--- config.mk ---
export PLATFORM = sky130hd
export DESIGN_NAME = clock_strobe_gen
export DESIGN_NICKNAME = d
export VERILOG_FILES = /design/src/rtl/clock_strobe_gen_pkg.sv /design/src/rtl/clock_strobe_gen_channel.sv /design/src/rtl/clock_strobe_gen.sv
export SDC_FILE = /design/constraint.sdc
export NUM_CORES = 1
export LEC_CHECK = 0
export ABC_AREA = 1
export ABC_CLOCK_PERIOD_IN_PS = 2450
export BUFFER_PORTS_ARGS = -buffer_cell sky130_fd_sc_hd__buf_2
export CAP_MARGIN = 5
export CORE_ASPECT_RATIO = 1.25
export CORE_MARGIN = 10
export CORE_UTILIZATION = 44
export CTS_CLUSTER_DIAMETER = 80
export DETAILED_ROUTE_END_ITERATION = 10
export GPL_TIMING_DRIVEN = 1
export PLACE_DENSITY_LB_ADDON = 0.25
export SYNTH_ARGS = -nofsm -noshare
export SYNTH_HDL_FRONTEND = slang
export SYNTH_SLANG_ARGS = --single-unit
--- constraint.sdc ---
create_clock -name clk -period 2.45 [get_ports clk]
set_input_delay 0.49 -clock clk [delete_from_list [all_inputs] [get_ports clk]]
set_output_delay 0.49 -clock clk [all_outputs]
set_load 0.05 [all_outputs]
--- src/rtl/clock_strobe_gen_pkg.sv ---
// clock_strobe_pkg: default geometry for clock_strobe_gen and the divisor
// constants used by the clock application (12.5 kHz clk, 125-cycle base tick,
// i.e. a 100 Hz base rate).
package clock_strobe_pkg;
  localparam int BASE_DIV_DEF = 125;
  localparam int NUM_CH_DEF   = 3;
  localparam int DIV_W_DEF    = 8;

  // Channel divisors in base ticks at BASE_DIV_DEF.
  localparam logic [DIV_W_DEF-1:0] DIV_REFRESH = 8'd1;    // 100 Hz display refresh
  localparam logic [DIV_W_DEF-1:0] DIV_SET     = 8'd25;   // 4 Hz set-button repeat
  localparam logic [DIV_W_DEF-1:0] DIV_1HZ     = 8'd100;  // 1 Hz timekeeping
endpackage

--- src/rtl/clock_strobe_gen_channel.sv ---
// strobe_channel: divides the shared base tick by a runtime divisor.
// Ports:
//   clk, reset_n   clock, synchronous active-low reset
//   clr            synchronous phase clear (same effect as reset)
//   base_tick      1-cycle pulse from the shared prescaler
//   div            divisor in base ticks; 0 disables the channel
//   strobe         1-cycle pulse on each wrap
//   level          toggles on each wrap (50% duty square wave)
module strobe_channel #(
  parameter int DIV_W = 8
) (
  input  logic             clk,
  input  logic             reset_n,
  input  logic             clr,
  input  logic             base_tick,
  input  logic [DIV_W-1:0] div,
  output logic             strobe,
  output logic             level
);
  logic [DIV_W-1:0] ch_cnt;

  always_ff @(posedge clk) begin
    if (!reset_n || clr) begin
      ch_cnt <= '0;
      strobe <= 1'b0;
      level  <= 1'b0;
    end else if (div == '0) begin
      ch_cnt <= '0;
      strobe <= 1'b0;
      level  <= 1'b0;
    end else if (base_tick) begin
      // >= rather than == so a divisor shrunk below the running count
      // wraps on the next tick instead of running out to 2^DIV_W.
      if (ch_cnt >= div - DIV_W'(1)) begin
        ch_cnt <= '0;
        strobe <= 1'b1;
        level  <= ~level;
      end else begin
        ch_cnt <= ch_cnt + DIV_W'(1);
        strobe <= 1'b0;
      end
    end else begin
      strobe <= 1'b0;
    end
  end
endmodule

--- src/rtl/clock_strobe_gen.sv ---
// clock_strobe_gen: shared prescaler plus NUM_CH programmable tick channels.
// Ports:
//   clk, reset_n   clock, synchronous active-low reset
//   ena            prescaler run enable
//   sync_clr       synchronous phase clear, priority over ena
//   div_i          packed channel divisors, ch i = div_i[i*DIV_W +: DIV_W]
//   base_tick_o    1-cycle pulse per prescaler wrap
//   strobe_o       1-cycle pulse per channel wrap
//   level_o        per-channel square wave, toggles on each wrap
module clock_strobe_gen
  import clock_strobe_pkg::*;
#(
  parameter int BASE_DIV = BASE_DIV_DEF,
  parameter int NUM_CH   = NUM_CH_DEF,
  parameter int DIV_W    = DIV_W_DEF
) (
  input  logic                    clk,
  input  logic                    reset_n,
  input  logic                    ena,
  input  logic                    sync_clr,
  input  logic [NUM_CH*DIV_W-1:0] div_i,
  output logic                    base_tick_o,
  output logic [NUM_CH-1:0]       strobe_o,
  output logic [NUM_CH-1:0]       level_o
);
  localparam int PRE_W = (BASE_DIV <= 2) ? 1 : $clog2(BASE_DIV);

  logic [PRE_W-1:0] pre_cnt;

  // Prescaler; the tick is registered so it lands the cycle after the wrap.
  always_ff @(posedge clk) begin
    if (!reset_n || sync_clr) begin
      pre_cnt     <= '0;
      base_tick_o <= 1'b0;
    end else if (ena) begin
      if (pre_cnt == PRE_W'(BASE_DIV - 1)) begin
        pre_cnt     <= '0;
        base_tick_o <= 1'b1;
      end else begin
        pre_cnt     <= pre_cnt + PRE_W'(1);
        base_tick_o <= 1'b0;
      end
    end else begin
      base_tick_o <= 1'b0;
    end
  end

  // Channels consume base_tick_o regardless of ena, so a tick already
  // issued when ena drops is still counted.
  for (genvar i = 0; i < NUM_CH; i++) begin : g_ch
    strobe_channel #(.DIV_W(DIV_W)) u_ch (
      .clk      (clk),
      .reset_n  (reset_n),
      .clr      (sync_clr),
      .base_tick(base_tick_o),
      .div      (div_i[i*DIV_W +: DIV_W]),
      .strobe   (strobe_o[i]),
      .level    (level_o[i])
    );
  end
endmodule

==> summary.txt, run 1 <==
Global route
  • Initial antenna violation count: 0
  • Gr usage total: between 10% and 20%
  • First-pass GRT wire length: between 8000 and 9000 um
  • GRT Residual Overflow: 0
  • Largest net degree at the start of global routing: 18
  • Vias in the first global route: roughly 2,200

CTS
  • Clk root buf: clkbuf_8
  • Clk_lat worst skew: approximately 0.28 ns
  • CTS clk-pin slew, worst paths: ~0.07 ns
  • Setup bufs post-CTS: 0
  • Clock Sinks: 38
  • Max clock buf depth: 2
  • Htree depth: 2
  • TritonCTS clock tree: built
  • Total CTS buffers: 5
  • CTS Hold Bufs: 0
  • Post-CTS sizing: 0

Timing
  • Final Max Tran Viols: 0
  • Setup Skew: approximately 0.0040 ns
  • Fin Setup TNS: 0 ns
  • Final hold violations: 0
  • Period minus WS final: just over 2 ns
  • Final period util: between 80% and 90%
  • Worst-Margin Slew: 0.302 ns
  • Worst slew margin: 79.8%
  • RSZ-0062 raised after global routing: no
  • FMAX: 481 MHz
  • Final setup viols: 0
  • WHS: around 0.47 ns

Power
  • Switching power total: between 0.0003 and 0.0004 W
  • Switch share: about a fifth
  • Pint: about 0.0011 W
  • Clock power share: a little under half
  • Peak VDD IR: about 260 uV
  • PwrDens: ~460 nW/um^2
  • Combinational share of power: 10.3%
  • Seq pwr share: 43.8%
  • Static Leak: between 1 and 1.5 nW

Routing
  • DRC: 0
  • Detail Route Antenna Nets: 0
  • WL final: a little under 5000 um
  • TritonRoute pass-1 iters: 4
  • Wire length per cell: 9.80 um
  • Vias: around 2,300
  • Via/cell ratio: 4.60
  • Drt first-iter violations: 56

Critical path
  • Crit path kind: in2reg
  • Crit path DAT: roughly 2.3 ns
  • CP most frequent cell: nand2_1
  • Critical path launch point type: primary input
  • Slowest stage delay, CP: 0.26 ns
  • Crit path cell chain: buf_2 -> inv_1 -> ha_1 -> nand2_1 -> nor3_1 -> xor2_1 -> inv_1 -> ha_1 -> nand2_1 -> o21a_1 -> nand2_1 -> nand2_1 -> nand2_2 -> nor2_1
  • CP endpoint kind: flop
  • Slowest cell on crit path: ha_1
  • Worst path required time: ~2.6 ns
  • Critical-path maximum fanout: 8

Layout
  • Layout cells sized above 1: between 10 and 15%
  • Synth-to-layout area growth: 13.4%
  • NumNets Final: between 400 and 500
  • Commonest cells after routing, fill and taps aside: nand2_1, nor2_1, inv_1
  • Commonest non-fill, non-tap cell in the layout: nand2_1
  • Ant diodes: 0
  • Core Util, Final: between 50% and 60%

Placement
  • DP Wirelength: just over 4000 um
  • Placer congestion estimate: ~0.76
  • Port bufs: 34

Logic synthesis
  • Cell area after synthesis: 2710 um^2
  • Gate Count Post-Synth: ~370
  • Register area share after synthesis: around 28%
  • Syn Area/Cell: ~7.3 um^2
  • Number of synthesized register bits: 38
  • Yosys cell types: 25
  • Yosys warns: 0
  • Syn Nets: 436

Die
  • Total Die Area: a little under 10,000 um^2
  • Area of the core: about 6000 um^2
  • Die W: between 90 and 100 um
  • Std-Cell Rows: 31
  • Die height: ~110 um
  • Initial Util: between 40% and 50%
  • Boundary Pins: 35

Run
  • Max-Cap Viols: 0

Worst hold path
  • Hold WC Path Type: reg2reg

Run status
  • Status: completed
-- worst paths after layout --
| path | from | to | slack, ns | cells after the start |
|---|---|---|---|---|
| worst max register to register | g_ch[1].u_ch.ch_cnt[0]$_SDFFE_PP0P_ | g_ch[1].u_ch.ch_cnt[4]$_SDFFE_PP0P_ | 0.91 | 11 |
| worst min-delay path | pre_cnt[5]$_SDFFE_PP0P_ | pre_cnt[5]$_SDFFE_PP0P_ | 0.47 | 1 |
| worst max-delay path | div_i[9] | g_ch[1].u_ch.ch_cnt[4]$_SDFFE_PP0P_ | 0.37 | 14 |
| worst min register to register | pre_cnt[5]$_SDFFE_PP0P_ | pre_cnt[5]$_SDFFE_PP0P_ | 0.47 | 1 |
-- worst max-delay path, delay by kind of cell --
kind / cells / cell delay [ns]
and+or+nand+nor: 7 / 0.75
buffers and inverters: 3 / 0.22
AOI/OAI and AO/OA: 1 / 0.18
xor gates and xnor gates: 1 / 0.16
adders and majority gates: 2 / 0.45
-- final cells by class --
cell class              count  area (um^2)
inverters                  50          188
flip-flops and latches     38          761
multi-input cells         277         1690
clock buffers               6         82.6
fillers                   614         2830
well taps                  82          103
repair buffers             36          185
clock inverters             2         60.1
-- layer usage --
metal / vias to the layer above / part of all wire, % / track usage, %
met5: - / 0 / 0
li1: 1235 / - / -
met4: 0 / 1.5 / 3.76
met2: 25 / 51 / 19.2
met3: 5 / 2.1 / 2.09
met1: 996 / 45 / 11.3
-- sequential cells by signal (all words and copies together), names as in the netlist --
name and flops:
g_ch.u_ch.ch_cnt 24, pre_cnt 7, g_ch.u_ch.level 3, g_ch.u_ch.strobe 3, base_tick_o 1
-- cells in the mapped netlist, drive strengths merged --
cell type,count,area (um^2)
dfxtp,38,761
ha,35,438
inv,50,188
a21o,1,7.51
o211ai,1,7.51
xnor2,13,114
xor2,27,236
nor2,69,267
buf,8,67.6
or2,1,6.26
nand4,7,43.8
and3,1,6.26
nor3,11,75.1
and2,1,6.26
nand2,77,299
o21ai,3,15.0
o21a,3,22.5
a21oi,9,45.0
mux2i,2,20.0
nand3,16,80.1
-- power by group through the flow --
stage	Combinational, W	Sequential, W	Clock, W
2_1_floorplan	0.0000961	0.000634	0
3_3_place_gp	0.000144	0.000634	0
3_5_place_dp	0.000147	0.000634	0
4_1_cts	0.000148	0.000619	0.000666
5_1_grt	0.000170	0.000620	0.000699
6_report	0.000145	0.000620	0.000651
-- stage by stage --
stage	setup WS, ns	total power [W]	instance area, um^2	cells
floorplan	0.319	0.000730	2710	373
global placement	0.124	0.000778	2930	483
detailed placement	0.0591	0.000781	2930	483
CTS	0.357	0.00143	3070	491
global route	0.138	0.00149	3070	491
finish	0.372	0.00142	3070	491
-- kinds of logic (layout without fill, tap and decap cells) --
family / Yosys count / in the layout / share of synthesized area, %
compound gates: 17 / 17 / 3.61
xor+xnor: 40 / 40 / 13.0
fa+ha+maj: 35 / 35 / 16.2
buf+inv: 58 / 94 / 9.44
flops: 38 / 38 / 28.1
mux: 2 / 2 / 0.740
simple gates: 183 / 183 / 29.0
Note: power is estimated with default switching activity, not from simulation.
==> run 2: changes to the inputs <==
- ABC_CLOCK_PERIOD_IN_PS: 2450 -> 2100
- clock period: 2.45 -> 2.1 ns (I/O delays scaled with it)
==> run 2 against run 1 <==
- sequential power up 17%
- global-route usage up 0.32 points
- clock power up 17%
- power up 18%
- register-to-register slack worse by 0.32 ns
- core utilization up 2.4 points
- die area unchanged
- highest routed layer unchanged
- largest power group unchanged
- cell area up 4.6%
- clock skew down 0.0014 ns
- critical path depth down 2
- critical endpoint is now g_ch[2].u_ch.ch_cnt[4]$_SDFFE_PP0P_
- sequential cell count unchanged
- sequential share of layout area down 1.1 points
==> summary.txt, run 2 (synthesized netlist as in run 1, its figures left out) <==
CTS
  • Clock Sinks: 38 (unchanged)
  • TritonCTS clock tree: built (unchanged)
  • Clk root buf: clkbuf_8 (unchanged)
  • Post-CTS sizing: 0 (unchanged)
  • Setup bufs post-CTS: 0 (unchanged)
  • CTS Hold Bufs: 0 (unchanged)
  • Clk_lat worst skew: 0.29 ns (was 0.28 ns)
  • CTS clk-pin slew, worst paths: 0.07 ns (about the same)
  • Htree depth: 2 (unchanged)
  • Total CTS buffers: 5 (unchanged)
  • Max clock buf depth: 2 (unchanged)

Placement
  • DP Wirelength: 4220 um (was 4060 um)
  • Setup WS pre-CTS: -0.178 ns (was 0.0591 ns)
  • Port bufs: 34 (unchanged)
  • Placer congestion estimate: 0.766 (was 0.764)

Layout
  • Max FFs per register: 24 (unchanged)
  • Reg with most FFs: g_ch.u_ch.ch_cnt (unchanged)
  • Ant diodes: 0 (unchanged)
  • Fillers: 616 (was 614)
  • Commonest cells after routing, fill and taps aside: nand2_1, nor2_1, inv_1 (unchanged)
  • Biggest regs: g_ch.u_ch.ch_cnt x24, pre_cnt x7 (unchanged)
  • Commonest non-fill, non-tap cell in the layout: nand2_1 (unchanged)
  • NumNets Final: 487 (was 471)
  • Synth-to-layout area growth: 18.6% (was 13.4%)
  • Layout cells sized above 1: 18.1% (was 14.4%)

Routing
  • Vias: 2,321 (was 2,261)
  • WL final: 5030 um (was 4810 um)
  • Detail Route Antenna Nets: 0 (unchanged)
  • Wire length per cell: 9.92 um (was 9.80 um)
  • Drt first-iter violations: 32 (was 56)
  • Via/cell ratio: 4.58 (was 4.60)
  • TritonRoute pass-1 iters: 4 (unchanged)
  • DRC: 0 (unchanged)

Critical path
  • Critical-path maximum fanout: 7 (was 8)
  • CP endpoint kind: flop (unchanged)
  • R2R Setup Slk: 0.59 ns (was 0.91 ns)
  • Worst path required time: 2.33 ns (was 2.63 ns)
  • Crit path DAT: 2.10 ns (was 2.26 ns)
  • Critical path launch point type: primary input (unchanged)
  • R2R Path Start: g_ch[1].u_ch.ch_cnt[0]$_SDFFE_PP0P_ (unchanged)
  • Worst Setup SP: div_i[18] (was div_i[9])
  • Crit path kind: in2reg (unchanged)

Timing
  • Period minus WS final: between 1.5 and 2 ns
  • Final Max Tran Viols: 0 (unchanged)
  • Final hold violations: 0 (unchanged)
  • Final worst slack: 0.223 ns (was 0.372 ns)
  • Fin Setup TNS: 0 ns (unchanged)
  • Setup Skew: 0.00263 ns (was 0.00401 ns)
  • Worst slew margin: 77.8% (was 79.8%)
  • Final period util: 89.4%
  • FMAX: approximately 530 MHz
  • RSZ-0062 raised after global routing: no (unchanged)
  • Worst-Margin Slew: 0.333 ns (was 0.302 ns)
  • Final setup viols: 0 (unchanged)

Worst hold path
  • Hold path startpoint: sync_clr (was pre_cnt[5]$_SDFFE_PP0P_)
  • Hold WC Path Type: in2reg (was reg2reg)

Die
  • Boundary Pins: 35 (unchanged)
  • Die W: 90.1 um (unchanged)
  • Die height: 108 um (unchanged)
  • Std-Cell Rows: 31 (unchanged)
  • Initial Util: 45.9% (unchanged)
  • Area of the core: 5900 um^2 (unchanged)
  • Total Die Area: 9700 um^2 (unchanged)

Power
  • Static Leak: 1.50 nW (was 1.41 nW)
  • PwrDens: 522 nW/um^2 (was 462 nW/um^2)
  • Peak VDD IR: 279 uV (was 259 uV)

Global route
  • Initial antenna violation count: 0 (unchanged)
  • GRT Residual Overflow: 0 (unchanged)
  • Vias in the first global route: 2,221 (was 2,175)
  • First-pass GRT wire length: 8870 um (was 8640 um)
  • Largest net degree at the start of global routing: 13 (was 18)
  • Gr usage total: 10.6% (was 10.3%)

Run
  • Max-Cap Viols: 0 (unchanged)

Run status
  • Status: completed (unchanged)
[run 2: changes by cell type in the layout (fill, tap and decap cells not counted), sizes merged]
cell / delta
buf: +16
[run 2: per-stage QoR]
step	utilization (%)	std cells	hold WS, ns	power, W	cell area [um^2]
finish	54.4	507	0.411	0.00168	3210
global route	54.4	507	0.430	0.00175	3210
CTS	54.1	507	0.397	0.00170	3190
detailed placement	51.7	499	0.459	0.000929	3050
global placement	51.7	499	0.453	0.000922	3050
floorplan	-	373	0.441	0.000852	2710
[run 2: area by class of cell]
type / count / area [um^2] / share of cell area, %
clock inverters: 2 / 60.1 / 1.87
clock buffers: 6 / 82.6 / 2.57
multi-input cells: 277 / 1710 / 53.3
inverters: 50 / 188 / 5.85
flip-flops and latches: 38 / 761 / 23.7
repair buffers: 52 / 305 / 9.52
well taps: 82 / 103 / 3.20
[run 2: routing by layer]
layer | wire [um] | vias up | track usage [%]
li1 | - | 1272 | -
met4 | 78 | 0 | 4.44
met2 | 2550 | 23 | 20.4
met3 | 124 | 7 | 2.30
met5 | 0 | - | 0
met1 | 2270 | 1019 | 10.8
[run 2: final timing paths]
kind / to / depth (start not counted)
worst max-delay path: g_ch[2].u_ch.ch_cnt[4]$_SDFFE_PP0P_ / 12
worst max register to register: g_ch[1].u_ch.ch_cnt[2]$_SDFFE_PP0P_ / 11
worst min-delay path: pre_cnt[1]$_SDFFE_PP0P_ / 4
worst min register to register: pre_cnt[5]$_SDFFE_PP0P_ / 1
[run 2: where the power goes]
group	leakage, nW	total, W	switching, W	internal, W
clock network	0.0714	0.000764	0.000257	0.000507
registers	0.306	0.000723	0.00000133	0.000722
logic	1.12	0.000190	0.000104	0.0000859
total	1.50	0.00168	0.000362	0.00131
[run 2: worst max-delay path, cell delays in order]
cell and delay, ns:
buf_2 0.10, nor2_1 0.13, nand3_1 0.12, nor3_1 0.19
xnor2_1 0.15, ha_1 0.26, a21o_1 0.18, nor2_1 0.11
nand2_1 0.09, nand2_1 0.13, nand2_2 0.13, nor2_1 0.11
==> run 3: changes to the inputs <==
- RECOVER_POWER: not set -> 50
==> run 3 against run 2 <==
- critical endpoint is now g_ch[1].u_ch.ch_cnt[2]$_SDFFE_PP0P_
- worst hold slack about the same
- largest cell class unchanged
- highest routed layer unchanged
- combinational power hardly changed
- sequential power barely moved
- wire length increased by 0.30%
- worst setup slack better by 0.0019 ns
- non-clock buffer count unchanged
- largest power group unchanged
==> summary.txt, run 3 (synthesized netlist as in run 1, its figures left out) <==
Timing
  • Final setup viols: 0 (unchanged)
  • WHS: 0.411 ns (about the same)
  • Period minus WS final: 1.88 ns (about the same)
  • Worst-Margin Slew: 0.606 ns (was 0.333 ns)
  • FMAX: 533 MHz (about the same)
  • Final period util: 89.3% (was 89.4%)
  • Worst slew margin: 59.8% (was 77.8%)
  • Final worst slack: 0.225 ns (was 0.223 ns)
  • RSZ-0062 raised after global routing: no (unchanged)
  • Final Max Tran Viols: 0 (unchanged)
  • Setup Skew: 0.00263 ns (about the same)
  • Final hold violations: 0 (unchanged)

Critical path
  • Worst Setup SP: div_i[8] (was div_i[18])
  • R2R Path Start: g_ch[1].u_ch.ch_cnt[0]$_SDFFE_PP0P_ (unchanged)
  • Critical-path maximum fanout: 8 (was 7)
  • Crit path kind: in2reg (unchanged)
  • Worst path required time: 2.28 ns (was 2.33 ns)
  • Critical path launch point type: primary input (unchanged)
  • CP endpoint kind: flop (unchanged)
  • Crit path DAT: 2.06 ns (was 2.10 ns)

Routing
  • Vias: 2,324 (was 2,321)
  • Wire length per cell: 9.94 um (was 9.92 um)
  • Detail Route Antenna Nets: 0 (unchanged)
  • DRC: 0 (unchanged)
  • Drt first-iter violations: 31 (was 32)
  • WL final: 5040 um (was 5030 um)
  • TritonRoute pass-1 iters: 4 (unchanged)
  • Via/cell ratio: 4.58 (about the same)

Placement
  • Placer congestion estimate: 0.766 (unchanged)
  • DP Wirelength: 4220 um (unchanged)
  • Setup WS pre-CTS: -0.178 ns (unchanged)
  • Port bufs: 34 (unchanged)
  • Placed Cells incl. Taps: 499 (unchanged)

Power
  • Combinational share of power: 11.3% (about the same)
  • Peak VDD IR: 279 uV (about the same)
  • Clock power share: 45.6% (about the same)
  • Static Leak: 1.47 nW (was 1.50 nW)
  • Seq pwr share: 43.1% (about the same)
  • Switch share: 21.6% (about the same)
  • PwrDens: 524 nW/um^2 (was 522 nW/um^2)
  • Pint: 0.00131 W (about the same)
  • Switching power total: 0.000362 W (about the same)

Worst hold path
  • Hold path startpoint: sync_clr (unchanged)
  • Hold WC Path Type: in2reg (unchanged)

CTS
  • Clk root buf: clkbuf_8 (unchanged)
  • Max clock buf depth: 2 (unchanged)
  • Htree depth: 2 (unchanged)
  • TritonCTS clock tree: built (unchanged)
  • CTS clk-pin slew, worst paths: 0.07 ns (about the same)
  • Total CTS buffers: 5 (unchanged)
  • Clk_lat worst skew: 0.29 ns (about the same)
  • Clock Sinks: 38 (unchanged)

Layout
  • Reg with most FFs: g_ch.u_ch.ch_cnt (unchanged)
  • Commonest non-fill, non-tap cell in the layout: nand2_1 (unchanged)
  • Biggest regs: g_ch.u_ch.ch_cnt x24, pre_cnt x7 (unchanged)
  • NumNets Final: 487 (unchanged)
  • Layout cells sized above 1: 16.5% (was 18.1%)
  • Ant diodes: 0 (unchanged)
  • Max FFs per register: 24 (unchanged)
  • Final cell count without fillers: 507 (unchanged)
  • Core Util, Final: 54.3% (was 54.4%)
  • Synth-to-layout area growth: 18.3% (was 18.6%)
  • Commonest cells after routing, fill and taps aside: nand2_1, nor2_1, inv_1 (unchanged)

Global route
  • Gr usage total: 10.6% (unchanged)
  • First-pass GRT wire length: 8870 um (unchanged)
  • Largest net degree at the start of global routing: 13 (unchanged)
  • GRT Residual Overflow: 0 (unchanged)
  • Vias in the first global route: 2,221 (unchanged)
  • Initial antenna violation count: 0 (unchanged)

Die
  • Boundary Pins: 35 (unchanged)
  • Std-Cell Rows: 31 (unchanged)
  • Total Die Area: 9700 um^2 (unchanged)
  • Die W: 90.1 um (unchanged)
  • Die height: 108 um (unchanged)
  • Initial Util: 45.9% (unchanged)
  • Area of the core: 5900 um^2 (unchanged)

Run
  • Max-Cap Viols: 0 (unchanged)

Run status
  • Status: completed (unchanged)
-- run 3: cell count changes in the layout (fill, tap and decap cells not counted) --
cell / before / now
clkbuf_2: 0 / 1
buf_4: 18 / 17
buf_2: 34 / 26
clkbuf_1: 0 / 7
clkbuf_4: 0 / 1
-- run 3: per-layer routing --
metal  wire length [um]  vias up  track usage (%)
met1               2280     1025             10.8
met5                  0        -                0
li1                   -     1271                -
met2               2560       21             20.4
met4                 78        0             4.44
met3                124        7             2.30
-- run 3: stage by stage --
stage | instance area [um^2] | total power, W | TNS, ns
2_1_floorplan | 2710 | 0.000852 | 0
3_5_place_dp | 3050 | 0.000929 | -2.87
6_report | 3200 | 0.00168 | 0
4_1_cts | 3190 | 0.00170 | 0
3_3_place_gp | 3050 | 0.000922 | -1.57
5_1_grt | 3200 | 0.00175 | 0
-- run 3: final cells by class --
class | instances | area (um^2)
fill | 620 | 2700
timing repair buffer | 52 | 297
tap | 82 | 103
sequential | 38 | 761
clock buffer | 6 | 82.6
inverter | 50 | 188
clock inverter | 2 | 60.1
multi-input combinational | 277 | 1710
-- run 3: critical path: stages --
cell and delay [ns]:
buf_2 0.09, inv_1 0.06, ha_1 0.17, nand2_1 0.09, nor3_2 0.12, xor2_1 0.15, inv_1 0.05, ha_1 0.27
nand2_1 0.06, o21a_1 0.18, nand2_1 0.08, nand2_1 0.11, nand2_4 0.14, nor2_1 0.05
-- run 3: repair_timing --
item | CTS | global route
setup endpoints to repair | 0 | 12
setup buffers | 0 | 0
resized for setup | 0 | 4
hold buffers | 0 | 0
-- run 3: power groups by stage --
stage          clock network [W]  registers, W  logic [W]
2_1_floorplan                  0      0.000739   0.000112
3_3_place_gp                   0      0.000740   0.000183
3_5_place_dp                   0      0.000740   0.000190
4_1_cts                 0.000781      0.000723   0.000192
5_1_grt                 0.000810      0.000723   0.000219
6_report                0.000764      0.000723   0.000189
-- run 3: path summary, 6_finish.rpt --
path                            slack, ns  depth (start not counted)                             endpoint
worst min register to register       0.47                          1              pre_cnt[5]$_SDFFE_PP0P_
worst max-delay path                 0.22                         14  g_ch[1].u_ch.ch_cnt[2]$_SDFFE_PP0P_
worst min-delay path                 0.41                          4              pre_cnt[1]$_SDFFE_PP0P_
worst max register to register       0.59                         11  g_ch[1].u_ch.ch_cnt[2]$_SDFFE_PP0P_
